===== src/rtl/alu_issue_ctrl_pkg.sv =====
// Shared definitions for the ALU issue controller: ALU command codes, MIPS
// opcode/funct encodings, FSM state type and small datapath helpers.
package alu_issue_ctrl_pkg;

    localparam logic [2:0] CMD_ADD  = 3'd0;
    localparam logic [2:0] CMD_SUB  = 3'd1;
    localparam logic [2:0] CMD_XOR  = 3'd2;
    localparam logic [2:0] CMD_SLT  = 3'd3;
    localparam logic [2:0] CMD_AND  = 3'd4;
    localparam logic [2:0] CMD_NAND = 3'd5;
    localparam logic [2:0] CMD_NOR  = 3'd6;
    localparam logic [2:0] CMD_OR   = 3'd7;

    localparam logic [5:0] OP_RTYPE = 6'h00;
    localparam logic [5:0] OP_ADDI  = 6'h08;
    localparam logic [5:0] OP_SLTI  = 6'h0A;
    localparam logic [5:0] OP_ANDI  = 6'h0C;
    localparam logic [5:0] OP_ORI   = 6'h0D;
    localparam logic [5:0] OP_XORI  = 6'h0E;

    localparam logic [5:0] FN_ADD = 6'h20;
    localparam logic [5:0] FN_SUB = 6'h22;
    localparam logic [5:0] FN_AND = 6'h24;
    localparam logic [5:0] FN_OR  = 6'h25;
    localparam logic [5:0] FN_XOR = 6'h26;
    localparam logic [5:0] FN_NOR = 6'h27;
    localparam logic [5:0] FN_SLT = 6'h2A;

    typedef enum logic [1:0] {
        ST_IDLE  = 2'd0,
        ST_ISSUE = 2'd1,
        ST_DONE  = 2'd2
    } issue_state_e;

    function automatic logic [31:0] sign_ext16(input logic [15:0] imm);
        return {{16{imm[15]}}, imm};
    endfunction

    function automatic logic [31:0] zero_ext16(input logic [15:0] imm);
        return {16'h0000, imm};
    endfunction

    // Only the arithmetic commands produce meaningful carry/overflow.
    function automatic logic cmd_has_flags(input logic [2:0] cmd);
        return (cmd == CMD_ADD) || (cmd == CMD_SUB) || (cmd == CMD_SLT);
    endfunction

    // SLT reports "less than" in the sign bit of the ALU result.
    function automatic logic [31:0] normalise_result(input logic [2:0] cmd,
                                                     input logic [31:0] res);
        logic [31:0] out;
        if (cmd == CMD_SLT) begin
            out = {31'd0, res[31]};
        end else begin
            out = res;
        end
        return out;
    endfunction

endpackage


===== src/rtl/alu_issue_ctrl_decode.sv =====
// Combinational MIPS instruction decode into ALU operands and command.
module alu_instr_decode
    import alu_issue_ctrl_pkg::*;
(
    input  logic [31:0] instr,
    input  logic [31:0] rs_val,
    input  logic [31:0] rt_val,
    output logic [31:0] a,
    output logic [31:0] b,
    output logic [2:0]  command,
    output logic        illegal
);

    logic [5:0]  opcode_s;
    logic [5:0]  funct_s;
    logic [15:0] imm_s;
    logic        unused_fields_s;

    assign opcode_s        = instr[31:26];
    assign funct_s         = instr[5:0];
    assign imm_s           = instr[15:0];
    // Register numbers are resolved upstream; only their values arrive here.
    assign unused_fields_s = ^instr[25:16];

    // Opcode/funct to operand selection and ALU command.
    always_comb begin
        a       = rs_val;
        b       = rt_val;
        command = CMD_ADD;
        illegal = 1'b0;
        case (opcode_s)
            OP_RTYPE: begin
                b = rt_val;
                case (funct_s)
                    FN_ADD:  command = CMD_ADD;
                    FN_SUB:  command = CMD_SUB;
                    FN_XOR:  command = CMD_XOR;
                    FN_SLT:  command = CMD_SLT;
                    FN_AND:  command = CMD_AND;
                    FN_NOR:  command = CMD_NOR;
                    FN_OR:   command = CMD_OR;
                    default: illegal = 1'b1;
                endcase
            end
            OP_ADDI: begin
                b       = sign_ext16(imm_s);
                command = CMD_ADD;
            end
            OP_SLTI: begin
                b       = sign_ext16(imm_s);
                command = CMD_SLT;
            end
            OP_XORI: begin
                b       = zero_ext16(imm_s);
                command = CMD_XOR;
            end
            OP_ANDI: begin
                b       = zero_ext16(imm_s);
                command = CMD_AND;
            end
            OP_ORI: begin
                b       = zero_ext16(imm_s);
                command = CMD_OR;
            end
            default: illegal = 1'b1;
        endcase
    end

endmodule


===== src/rtl/alu_issue_ctrl.sv =====
// Issues decoded MIPS ALU instructions to an external ALU, waits SETTLE_CYCLES,
// captures the result and returns it. Optional flag capture: ALU_FLAGS_EN.
module alu_issue_ctrl
    import alu_issue_ctrl_pkg::*;
#(
    parameter int SETTLE_CYCLES = 2
) (
    input  logic        clk,
    input  logic        rst_n,
    input  logic        req_valid,
    output logic        req_ready,
    input  logic [31:0] req_instr,
    input  logic [31:0] req_rs_val,
    input  logic [31:0] req_rt_val,
    output logic [31:0] alu_a,
    output logic [31:0] alu_b,
    output logic [2:0]  alu_command,
    input  logic [31:0] alu_result,
    input  logic        alu_carryout,
    input  logic        alu_overflow,
    output logic        rsp_valid,
    input  logic        rsp_ready,
    output logic [31:0] rsp_result,
    output logic        rsp_illegal,
    output logic        rsp_zero,
    output logic        rsp_carry,
    output logic        rsp_overflow
);

    localparam logic [3:0] SETTLE_LOAD = 4'(SETTLE_CYCLES - 1);

    logic [31:0]  dec_a_s;
    logic [31:0]  dec_b_s;
    logic [2:0]   dec_cmd_s;
    logic         dec_illegal_s;
    logic [31:0]  norm_result_s;

    issue_state_e state_q, state_d;
    logic [3:0]   cnt_q, cnt_d;
    logic [31:0]  alu_a_q, alu_a_d;
    logic [31:0]  alu_b_q, alu_b_d;
    logic [2:0]   alu_cmd_q, alu_cmd_d;
    logic         req_ready_q, req_ready_d;
    logic         rsp_valid_q, rsp_valid_d;
    logic [31:0]  rsp_result_q, rsp_result_d;
    logic         rsp_illegal_q, rsp_illegal_d;
    logic         rsp_zero_q, rsp_zero_d;
`ifdef ALU_FLAGS_EN
    logic         rsp_carry_q, rsp_carry_d;
    logic         rsp_ovf_q, rsp_ovf_d;
`else
    logic         unused_flags_s;
`endif

    alu_instr_decode u_decode (
        .instr   (req_instr),
        .rs_val  (req_rs_val),
        .rt_val  (req_rt_val),
        .a       (dec_a_s),
        .b       (dec_b_s),
        .command (dec_cmd_s),
        .illegal (dec_illegal_s)
    );

    assign norm_result_s = normalise_result(alu_cmd_q, alu_result);

    // Next-state and next-output computation for the issue FSM.
    always_comb begin
        state_d       = state_q;
        cnt_d         = cnt_q;
        alu_a_d       = alu_a_q;
        alu_b_d       = alu_b_q;
        alu_cmd_d     = alu_cmd_q;
        rsp_valid_d   = rsp_valid_q;
        rsp_result_d  = rsp_result_q;
        rsp_illegal_d = rsp_illegal_q;
        rsp_zero_d    = rsp_zero_q;
`ifdef ALU_FLAGS_EN
        rsp_carry_d   = rsp_carry_q;
        rsp_ovf_d     = rsp_ovf_q;
`endif
        case (state_q)
            ST_IDLE: begin
                rsp_valid_d = 1'b0;
                if (req_valid) begin
                    if (dec_illegal_s) begin
                        // alu_* deliberately left untouched for illegal opcodes.
                        state_d       = ST_DONE;
                        rsp_result_d  = 32'd0;
                        rsp_illegal_d = 1'b1;
                        rsp_zero_d    = 1'b1;
`ifdef ALU_FLAGS_EN
                        rsp_carry_d   = 1'b0;
                        rsp_ovf_d     = 1'b0;
`endif
                    end else begin
                        state_d   = ST_ISSUE;
                        cnt_d     = SETTLE_LOAD;
                        alu_a_d   = dec_a_s;
                        alu_b_d   = dec_b_s;
                        alu_cmd_d = dec_cmd_s;
                    end
                end else begin
                    state_d = ST_IDLE;
                end
            end
            ST_ISSUE: begin
                if (cnt_q == 4'd0) begin
                    state_d       = ST_DONE;
                    rsp_valid_d   = 1'b1;
                    rsp_result_d  = norm_result_s;
                    rsp_illegal_d = 1'b0;
                    rsp_zero_d    = (norm_result_s == 32'd0);
`ifdef ALU_FLAGS_EN
                    rsp_carry_d   = cmd_has_flags(alu_cmd_q) & alu_carryout;
                    rsp_ovf_d     = cmd_has_flags(alu_cmd_q) & alu_overflow;
`endif
                end else begin
                    cnt_d = cnt_q - 4'd1;
                end
            end
            ST_DONE: begin
                // An illegal request enters DONE one cycle before rsp_valid rises.
                if (!rsp_valid_q) begin
                    rsp_valid_d = 1'b1;
                end else if (rsp_ready) begin
                    rsp_valid_d = 1'b0;
                    state_d     = ST_IDLE;
                end else begin
                    rsp_valid_d = 1'b1;
                end
            end
            default: begin
                state_d     = ST_IDLE;
                cnt_d       = 4'd0;
                rsp_valid_d = 1'b0;
            end
        endcase
        req_ready_d = (state_d == ST_IDLE);
    end

    // State, counter and registered outputs.
    always_ff @(posedge clk or negedge rst_n) begin
        if (!rst_n) begin
            state_q       <= ST_IDLE;
            cnt_q         <= 4'd0;
            alu_a_q       <= 32'd0;
            alu_b_q       <= 32'd0;
            alu_cmd_q     <= 3'd0;
            req_ready_q   <= 1'b1;
            rsp_valid_q   <= 1'b0;
            rsp_result_q  <= 32'd0;
            rsp_illegal_q <= 1'b0;
            rsp_zero_q    <= 1'b0;
`ifdef ALU_FLAGS_EN
            rsp_carry_q   <= 1'b0;
            rsp_ovf_q     <= 1'b0;
`endif
        end else begin
            state_q       <= state_d;
            cnt_q         <= cnt_d;
            alu_a_q       <= alu_a_d;
            alu_b_q       <= alu_b_d;
            alu_cmd_q     <= alu_cmd_d;
            req_ready_q   <= req_ready_d;
            rsp_valid_q   <= rsp_valid_d;
            rsp_result_q  <= rsp_result_d;
            rsp_illegal_q <= rsp_illegal_d;
            rsp_zero_q    <= rsp_zero_d;
`ifdef ALU_FLAGS_EN
            rsp_carry_q   <= rsp_carry_d;
            rsp_ovf_q     <= rsp_ovf_d;
`endif
        end
    end

    assign req_ready   = req_ready_q;
    assign alu_a       = alu_a_q;
    assign alu_b       = alu_b_q;
    assign alu_command = alu_cmd_q;
    assign rsp_valid   = rsp_valid_q;
    assign rsp_result  = rsp_result_q;
    assign rsp_illegal = rsp_illegal_q;
    assign rsp_zero    = rsp_zero_q;
`ifdef ALU_FLAGS_EN
    assign rsp_carry    = rsp_carry_q;
    assign rsp_overflow = rsp_ovf_q;
`else
    assign unused_flags_s = alu_carryout ^ alu_overflow;
    assign rsp_carry      = 1'b0;
    assign rsp_overflow   = 1'b0;
`endif

endmodule


===== config.mk =====
export PLATFORM = sky130hd
export DESIGN_NAME = alu_issue_ctrl
export DESIGN_NICKNAME = d
export VERILOG_FILES = /design/src/rtl/alu_issue_ctrl_pkg.sv /design/src/rtl/alu_issue_ctrl_decode.sv /design/src/rtl/alu_issue_ctrl.sv
export SDC_FILE = /design/constraint.sdc
export NUM_CORES = 1
export LEC_CHECK = 0
export ABC_CLOCK_PERIOD_IN_PS = 1900
export BUFFER_PORTS_ARGS = -buffer_cell sky130_fd_sc_hd__buf_2
export CAP_MARGIN = 10
export CORE_MARGIN = 5
export CORE_UTILIZATION = 35
export CTS_CLUSTER_SIZE = 12
export DETAILED_ROUTE_END_ITERATION = 10
export PLACE_DENSITY = 0.74
export SLEW_MARGIN = 15
export SYNTH_ARGS = -nofsm -noshare
export SYNTH_HDL_FRONTEND = slang
export SYNTH_SLANG_ARGS = --single-unit

===== constraint.sdc =====
create_clock -name clk -period 1.9 [get_ports clk]
set_input_delay 0.095 -clock clk [delete_from_list [all_inputs] [get_ports clk]]
set_output_delay 0.095 -clock clk [all_outputs]
set_load 0.02 [all_outputs]

Word-level counts from Yosys, hierarchy flattened
Cells that the tools add are included.

storage, ports and cells
  word-level logic and storage cells = 76
  input port bits = 134
  output and inout bits = 105
  register bits = 109

operators by class
  equality and inequality tests = 20
  muxes and demuxes = 30
  add/sub/neg operators = 1
  reductions and logical operators = 13
  bitwise operators = 2

operators with widths
  cell                                                 count
  2-to-1 mux 32 bit                                    4
  one-hot mux 32 bit (2 select lines)                  2
  equality test 6 bit, second input constant           7
  logical NOT 32 bit                                   1
  equality test 6 x 4 -> 1 bit, second input constant  5
  one-hot mux 3 bit (6 select lines)                   1
  one-hot mux 3 bit (5 select lines)                   1
  2-to-1 mux 4 bit                                     3
  one-hot mux 4 bit (3 select lines)                   1
  2-to-1 mux 2 bit                                     5
  != test 2 bit, second input constant                 5
  2-to-1 mux 1 bit                                     8
  one-hot mux 1 bit (2 select lines)                   4
  AND reduction 4 bit                                  2
  OR reduction 7 bit                                   1
  logical NOT 6 bit                                    1
  one-hot mux 2 bit (3 select lines)                   1
  OR reduction 5 bit                                   1
  logical NOT 2 bit                                    2
  logical NOT 4 bit                                    1
  subtractor 4 x 1 -> 4 bit, second input constant     1
  equality test 3 x 2 -> 1 bit, second input constant  1
  AND reduction 3 bit                                  1
  OR reduction 3 bit                                   1
  other kinds (5)                                      6

Depth between registers and ports, before layout
Gate-level depths: netlist (run 1).

  depth in word-level cells = 8
  mapped depth = 8

By module
Synthesis (run 1) repeated with hierarchy kept, for this count alone.

second synthesis, totals
  cell total of the unflattened synthesis = 408
  area, all modules = 5232.5 um^2

by module, submodules not included
  module            cells an instance  times used  area an instance (um^2)
  alu_issue_ctrl    294                1           4401.7
  alu_instr_decode  114                1           830.8

Least setup slack after synthesis (run 1)
No wires, ideal clock.

  path type = register to register
  start = register state_q[1]
  end = register cnt_q[2]
  data required time = 1.778 ns
  path buffers = 1
  arrival time = 1.695 ns
  setup time = 0.122 ns
  stages on the path, launching flop included = 8
  setup slack = 0.083 ns
  path through = dfrtp_1 -> inv_1 -> ha_1 -> clkbuf_1 -> a221oi_1 -> o31a_1 -> o21ai_0 -> a32o_1

on the way
  word-level cells in the longest chain between the ends = 3

ends and longest elaborated chain
  element                                                           RTL line               source
  start, declared                                                   alu_issue_ctrl.sv:38   issue_state_e state_q, state_d;
  start signal, assigned                                            alu_issue_ctrl.sv:160  state_q <= state_d;
  equality test 2 x 1 -> 1 bit (tied with other cells)              alu_issue_ctrl.sv:82   case (state_q)
  != test 2 bit (no source line) or inverter 1 bit (tied branches)  n/a
  AND reduction 4 bit (no source line)                              n/a
  end signal, assigned                                              alu_issue_ctrl.sv:161  cnt_q <= cnt_d;
  end, declared                                                     alu_issue_ctrl.sv:39   logic [3:0] cnt_q, cnt_d;

Parallel ways exist; a longest one is shown, timed or not.
A chain may end at the register's enable or synchronous reset.

Worst setup path after layout (run 1)
  start = register cnt_q[1]
  end = register rsp_result_q[23] (netlist: rsp_result[23])

on the way
  word-level cells in the longest chain between the ends = 3

ends and longest elaborated chain
  element                               RTL line               source
  logical NOT 4 bit                     alu_issue_ctrl.sv:108  if (cnt_q == 4'd0) begin
  != test 2 bit (no source line)        n/a
  AND reduction 4 bit (no source line)  n/a
  end signal, assigned                  alu_issue_ctrl.sv:167  rsp_result_q <= rsp_result_d;
  end, declared                         alu_issue_ctrl.sv:45   logic [31:0] rsp_result_q, rsp_result_d;

Every way passes these cells.

==> results of run 1 <==
## state kept, by name, summed over array words and instances (netlist names), 2 cells and up
| name | count |
|---|---|
| alu_command | 3 |
| alu_a | 32 |
| rsp_result | 32 |
| cnt_q | 4 |
| state_q | 2 |
| alu_b | 32 |
## critical path, stage by stage (launching register included)
cell,delay (ps)
dfrtp_1,400
inv_2,80
ha_4,130
nor3b_4,290
o21bai_2,160
o31a_4,400
clkbuf_16,190
nand2_2,80
nand2_2,40
## cell usage after synthesis, types with 2 or more instances
cell      count
nand3_1      33
nor4_1        8
nor2b_1       4
o31a_1        2
buf_6         4
mux2_4       29
a22oi_1       2
nor2_1        8
buf_2        10
a21oi_1      23
dfrtp_1     108
nand3b_1      2
inv_1         9
mux2i_1      17
clkbuf_1     12
and2_1        2
mux2_2        4
o21ai_0      42
nand2b_1      2
nor3b_2       2
or3_1         2
nand2_1     106
buf_4         2
ha_1          5
## cells in the final DEF, fill, tap and decap left out, types with 2 or more instances in the layout
cell type	netlist	layout
nor4_1	8	8
dlygate4sd3_1	0	58
ha_1	5	3
mux2_4	29	29
a22oi_1	2	2
inv_1	9	7
nand2_4	0	2
clkbuf_16	0	11
buf_4	2	18
mux2i_1	17	17
inv_2	0	2
nand2_2	0	11
nor2_1	8	8
inv_6	0	3
nand2b_1	2	2
buf_2	10	223
nand3_1	33	33
conb_1	1	2
or3_1	2	2
ha_4	0	2
o21ai_0	42	42
dfrtp_1	108	108
bufinv_16	0	2
nor2b_1	4	4
mux2_2	4	4
nand2_1	106	93
nand3b_1	2	2
a21oi_1	23	23
and2_1	2	2
buf_12	0	8
## final cells by class
| class | count | area share (%) |
|---|---|---|
| Inverter | 9 | 0.451 |
| Sequential cell | 109 | 36.4 |
| Timing Repair Buffer | 309 | 27.3 |
| Clock buffer | 9 | 3.01 |
| Clock inverter | 7 | 1.37 |
| Tap cell | 180 | 3.01 |
| Multi-Input combinational cell | 317 | 28.5 |
## logic make-up (layout without fill, tap and decap cells)
family	count (synthesis)	after routing
simple gates	175	175
mux	50	50
fa+ha+maj	5	5
flops	109	109
other cells	1	2
buf+inv	38	334
compound gates	85	85
## path summary, 6_finish.rpt
check / start / end / slack, ps
min in group asynchronous: rst_n / rsp_result[22] / 190
hold / removal: alu_result[3] / rsp_result[3] / 10
setup reg to reg: cnt_q[1] / rsp_result[23] / 20
hold reg to reg: rsp_result[6] / rsp_result[6] / 460
setup / recovery: cnt_q[1] / rsp_result[23] / 20
max in group asynchronous: rst_n / req_ready / 1090
## repair_timing
action | 4_1_cts | 5_1_grt
hold endpoints to repair | 117 | 0
hold buffers | 58 | 0
gates resized for setup | 0 | 25
buffers inserted | 0 | 2
setup endpoints to repair | 0 | 51
## report_power, final
| group | leakage (nW) | switching (mW) | internal (mW) |
|---|---|---|---|
| Clock | 0.163 | 0.893 | 1.18 |
| Combinational | 2.53 | 2.14 | 1.64 |
| Sequential | 1.41 | 0.392 | 3.07 |
## routing by layer
layer | track usage [%] | wire, um
met1 | 21.8 | 6270
met4 | 7.60 | 437
met5 | 0 | 0
met2 | 29.1 | 7320
met3 | 3.24 | 987
==> run summary, run 1 <==
Status: completed
# diodes: 0
Max IR drop VDD: 0.631 mV
EDFF count, synth: 0
Setup_tns: 0 ps
Cell count after synthesis: 463
Die X: 129 um
Largest area contributor in the netlist: dfrtp_1
Root Driver: clkbuf_16
Clk pin slew, worst setup/hold paths: 70 ps
Largest fanout on the critical path: 8
RePlAce Congestion: 0.818
Reg2reg path depth: 8
Core Util, Final: 54.0%
Mux share of post-synthesis cell area: 13.1%
Crit path DAT: 2110 ps
Top cells by area, synth: dfrtp_1, mux2_4, nand2_1, o21ai_0, mux2i_1
Via/cell ratio: 4.85
Register area share after synthesis: 55.1%
Filler cells: 1220
Initial antenna violation count: 0
Synth warn: 0
Fin Hold WS: 11.4 ps
Layout Skew: 12.5 ps
Worst skew pair latency: 350 ps
Unrepaired setup endpoints after global routing: true
Final period util: 98.8%
XOR/XNOR Fraction of Synth Area: 0%
Num ports: 239
GRT Util Overall: 17.3%
CTS tree: yes
Critical path class: reg2reg
Adder-cell share of the synthesized area: 1.26%
# rows: 43
Multi-input logic area: 2130 sq um
Sequential cell area: 2730 sq um
First-pass DRT Iterations: 4
Leakage: 4.11 nW
Ys flop type: dfrtp_1
Antenna-violating nets left: 0
Clk sinks: 109
Async SR Flop Fraction: 100%
Largest family of logic cells by synthesized area: simple AND/OR/NAND/NOR gates
Hold path cells: 3
DR WL/cell: 16.0 um
Power Total: 9.32 mW
Worst setup EP type: flop
Yosys cell types: 49
P per Cell Area: 1240 nW/um^2
Fmax: 533 MHz
Residual DRC: 0
Hpwl dp: 10400 um
H-Tree Depth: 3
Startpoint Class: flop
Clock buffer depth: 2
Largest net degree at the start of global routing: 50
Layout cells sized above 1: 43.4%
Vias: 4555
Die Ht: 129 um
Simple-Gate Fraction of Synth Area: 16.1%
Post-Layout Cell Count: 940
Vias in the first global route: 4631
Area grow syn2layout: 51.1%
Final setup viols: 0
Pins Over Slew Limit: 0
Seq cells post-synth: 109
Final instance area: 7490 sq um
First-pass GRT wire length: 22900 um
IO Port Bufs: 224
Required time of the critical path: 2130 ps
Post-Place Worst Slack: 49.4 ps
DRT iter0 DRCs: 201
Final Hold Vio Count: 0
Initial core utilization: 35.7%
Setup WS post-layout: 22.6 ps
Top cell type's share of synthesized area: 54.5%
CORE AREA: 13900 sq um
Num CTS Buffers: 9
Dpl cells: 862
Post-Syn Area: 4960 sq um
DP Area: 6430 sq um
Total die area: 16600 sq um
Mean Syn Cell Area: 10.7 sq um
Final Critical Period: 1880 ps
Max-cap violation count: 0
Hold Path Class: in2reg
GRT overflow: 0
Synth Area in Compound Gates: 10.5%
Final #Nets: 894
Post-Route WL: 15000 um
Power figures use the tool's default switching activity.
==> inputs of run 2 (changes only) <==
- CORE_UTILIZATION: 35 -> 41
- PLACE_DENSITY: 0.74 -> 0.83
==> run summary, run 2 (synthesized netlist as in run 1, its figures left out) <==
Startpoint Class: flop
RePlAce Congestion: 0.837
Filler cells: 982
Worst-Margin Slew: 535 ps
Vias: 4707
Initial antenna violation count: 0
Residual DRC: 0
Reg2reg end: rsp_result[23]
Leading cell types in the layout, fill and taps excluded: buf_2, dfrtp_1, nand2_1, dlygate4sd3_1, o21ai_0
GRT overflow: 0
Num ports: 239
Vias in the first global route: 4788
DRT iter0 DRCs: 358
Core Util, Final: 62.8%
Total die area: 14400 sq um
Fmax: 539 MHz
Die Ht: 120 um
Largest fanout on the critical path: 9
Max-cap violation count: 0
Clk pin slew, worst setup/hold paths: 80 ps
DR WL/cell: 17.3 um
DP Area: 6370 sq um
Layout Skew: 8.26 ps
Reg2reg path depth: 9
Power Total: 9.20 mW
Post-Route WL: 15900 um
Final Critical Period: 1850 ps
CORE AREA: 11900 sq um
Critical path class: reg2reg
Via/cell ratio: 5.12
Dpl cells: 832
Final #Nets: 905
Layout cells sized above 1: 42.4%
Num CTS Buffers: 9
Largest net degree at the start of global routing: 39
First-pass GRT wire length: 24200 um
Unrepaired setup endpoints after global routing: true
Required time of the critical path: 2190 ps
Final instance area: 7480 sq um
Max_slew headroom: 64.3%
Crit path DAT: 2140 ps
Post-Place Worst Slack: 5.52 ps
Worst skew pair latency: 350 ps
Root Driver: clkbuf_16
Status: completed
# rows: 40
H-Tree Depth: 3
P per Cell Area: 1230 nW/um^2
Setup WS post-layout: 45.9 ps
R2R Path Start: state_q[0]
Final setup viols: 0
Hold path cells: 3
GRT Util Overall: 21.0%
Final Hold Vio Count: 0
Post-Layout Cell Count: 919
Most common cell after layout, fill and taps aside: buf_2
Initial core utilization: 41.6%
Final period util: 97.6%
Die X: 120 um
Pins Over Slew Limit: 0
Fin Hold WS: 17.0 ps
Leakage: 4.11 nW
Setup_tns: 0 ps
Clock buffer depth: 2
CTS tree: yes
Min-Delay Endpoint: rsp_result[3]
Worst setup EP type: flop
Area grow syn2layout: 50.8%
IO Port Bufs: 224
Clk sinks: 109
Max IR drop VDD: 0.523 mV
Hpwl dp: 10400 um
Flop-to-flop setup slack: 50 ps
Antenna-violating nets left: 0
First-pass DRT Iterations: 4
Hold Path Class: in2reg
Min-delay src: alu_result[3]
## run 2: repair_timing
action,CTS,global route
pin swaps,0,15
setup endpoints to repair,1,81
hold endpoints to repair,95,0
setup buffers,0,5
gates resized for setup,1,12
cloned,0,4
hold buffers,61,0
## run 2: worst max path at each step
stage	start	end	slack [ps]
final	state_q[0]	rsp_result[23]	50
after global routing	cnt_q[1]	rsp_result[10]	-60
after CTS	state_q[1]	alu_a[23]	50
after detailed placement	cnt_q[1]	rsp_result[0]	6
after global placement	cnt_q[1]	rsp_result[0]	60
after floorplan	state_q[1]	cnt_q[2]	80
## run 2: cell type report
cell class | instances | area, sq um | share of cell area (%)
Sequential cell | 109 | 2730 | 36.5
Timing Repair Buffer | 320 | 2140 | 28.6
Multi-Input combinational cell | 317 | 2090 | 28.0
Clock buffer | 9 | 225 | 3.01
Tap cell | 147 | 184 | 2.46
Clock inverter | 7 | 72.6 | 0.971
Inverter | 9 | 33.8 | 0.452
Antenna cell | 1 | 2.50 | 0.0335
## run 2: worst max-delay path, cell delays in order (launching register included)
cell	delay, ps
dfrtp_1	420
inv_1	140
ha_4	160
nand2_1	80
o21bai_2	230
o31ai_4	280
buf_12	170
clkbuf_16	150
nand3_1	80
nand2_1	80
## run 2: layer usage
metal	GRT usage (%)	routed length [um]	share of wire (%)	vias up
met1	24.4	6010	38	2212
met4	9.31	560	3.5	0
met3	4.67	1290	8.1	51
met5	0	0	0	-
met2	37.0	8000	50	241
li1	-	-	-	2203
## run 2: report_power, final
group | internal [mW] | total, mW | switching, mW
clock network | 0.932 | 1.86 | 0.926
registers | 3.07 | 3.50 | 0.424
logic | 1.68 | 3.84 | 2.16
total | 5.68 | 9.20 | 3.51
==> inputs of run 3 (changes only) <==
- CORE_ASPECT_RATIO: not set -> 0.9
==> run summary, run 3 (synthesized netlist as in run 1, its figures left out) <==
CORE AREA: 11900 sq um
Leakage: 3.97 nW
CTS tree: yes
Combinational share of power: 40.9%
P per Cell Area: 1220 nW/um^2
Initial antenna violation count: 0
Antenna-violating nets left: 0
Total die area: 14400 sq um
Max-cap violation count: 0
# diodes: 0
# rows: 38
Fmax: 553 MHz
Residual DRC: 0
Worst skew pair latency: 340 ps
Pint: 5.52 mW
Layout Skew: 5.90 ps
Num ports: 239
Final period util: 95.1%
Most common cell after layout, fill and taps aside: buf_2
Required time of the critical path: 2160 ps
Final setup viols: 0
Status: completed
Hpwl dp: 9960 um
Unrepaired setup endpoints after global routing: true
Clock buffer depth: 2
Die Ht: 114 um
Hold Path Class: in2reg
Vias in the first global route: 4602
Layout cells sized above 1: 41.1%
Net Sw Frac: 37.6%
NetSw: 3.32 mW
Largest fanout on the critical path: 17
H-Tree Depth: 3
Clock Power Share: 19.8%
First-pass DRT Iterations: 4
GRT overflow: 0
GRT Util Overall: 19.7%
Post-Route WL: 14300 um
Largest net degree at the start of global routing: 65
Via/cell ratio: 4.91
Sequential cell area: 2730 sq um
RePlAce Congestion: 0.777
DRT iter0 DRCs: 223
Filler cells: 999
Final Critical Period: 1810 ps
Clk pin slew, worst setup/hold paths: 70 ps
First-pass GRT wire length: 22800 um
Max IR drop VDD: 0.804 mV
Crit path DAT: 2060 ps
Die X: 126 um
Sequential share of power: 39.3%
Fin Hold WS: 4.93 ps
Area grow syn2layout: 45.7%
Pins Over Slew Limit: 0
Multi-input logic area: 2090 sq um
Initial core utilization: 41.5%
Num CTS Buffers: 9
IO Port Bufs: 224
Root Driver: clkbuf_16
Worst setup EP type: flop
DR WL/cell: 15.8 um
Vias: 4459
Leading cell types in the layout, fill and taps excluded: buf_2, dfrtp_1, nand2_1, dlygate4sd3_1, o21ai_0
Final #Nets: 884
Startpoint Class: flop
Critical path class: reg2reg
Clk sinks: 109
Final Hold Vio Count: 0
Power Total: 8.84 mW
==> run 3: final timing paths <==
check / start / endpoint / slack (ps) / cells past startpoint
setup / recovery: state_q[0] / rsp_result[0] / 90 / 7
hold / removal: req_rs_val[2] / alu_a[2] / 5 / 2
setup reg to reg: state_q[0] / rsp_result[0] / 90 / 7
hold reg to reg: rsp_result[7] / rsp_result[7] / 470 / 2
max in group asynchronous: rst_n / rsp_result[11] / 1080 / 3
min in group asynchronous: rst_n / alu_b[3] / 160 / 2
==> run 3: power groups by stage <==
stage / Clock, mW / Sequential, mW / Combinational [mW]
floorplan: 0 / 4.40 / 1.18
global placement: 0 / 3.46 / 3.36
detailed placement: 0 / 3.49 / 3.45
CTS: 1.81 / 3.47 / 3.58
global route: 1.91 / 3.58 / 3.91
finish: 1.75 / 3.47 / 3.62
==> run 3: area by class of cell <==
class                   count  share of cell area [%]
clock inverters             6                   0.676
flip-flops and latches    109                    37.8
inverters                   9                   0.468
repair buffers            299                    26.2
well taps                 160                    2.77
multi-input cells         317                    29.0
clock buffers               9                    3.12
==> run 3: critical path: stages, from the launching register on <==
cell and delay (ps):
dfrtp_1 410, inv_1 130, ha_4 170, nand2_1 100, o21bai_2 230, o31a_1 290
buf_6 170, o31ai_2 210
==> run 3: metal layers <==
| layer | routed length, um | global-route usage [%] | vias to the layer above |
|---|---|---|---|
| li1 | - | - | 2157 |
| met1 | 5690 | 23.2 | 2108 |
| met2 | 7290 | 34.8 | 170 |
| met3 | 976 | 6.02 | 24 |
| met4 | 374 | 6.00 | 0 |
| met5 | 0 | 0 | - |
==> run 3: timing repair <==
item,4_1_cts,5_1_grt
setup endpoints to repair,1,17
hold buffers,55,0
setup buffers,1,0
resized for setup,3,6
hold endpoints to repair,133,0
==> run 3: metrics by stage <==
stage	instance area, sq um	instances	setup slack (ps)	util (%)	setup TNS (ps)
after floorplan	4960	464	83.3	-	0
after global placement	6340	838	81.8	53.1	0
after detailed placement	6340	838	-17.3	53.1	-17.3
after CTS	7180	909	7.71	60.2	0
after global routing	7220	909	-10.7	60.5	-28.8
final	7220	909	93.2	60.5	0
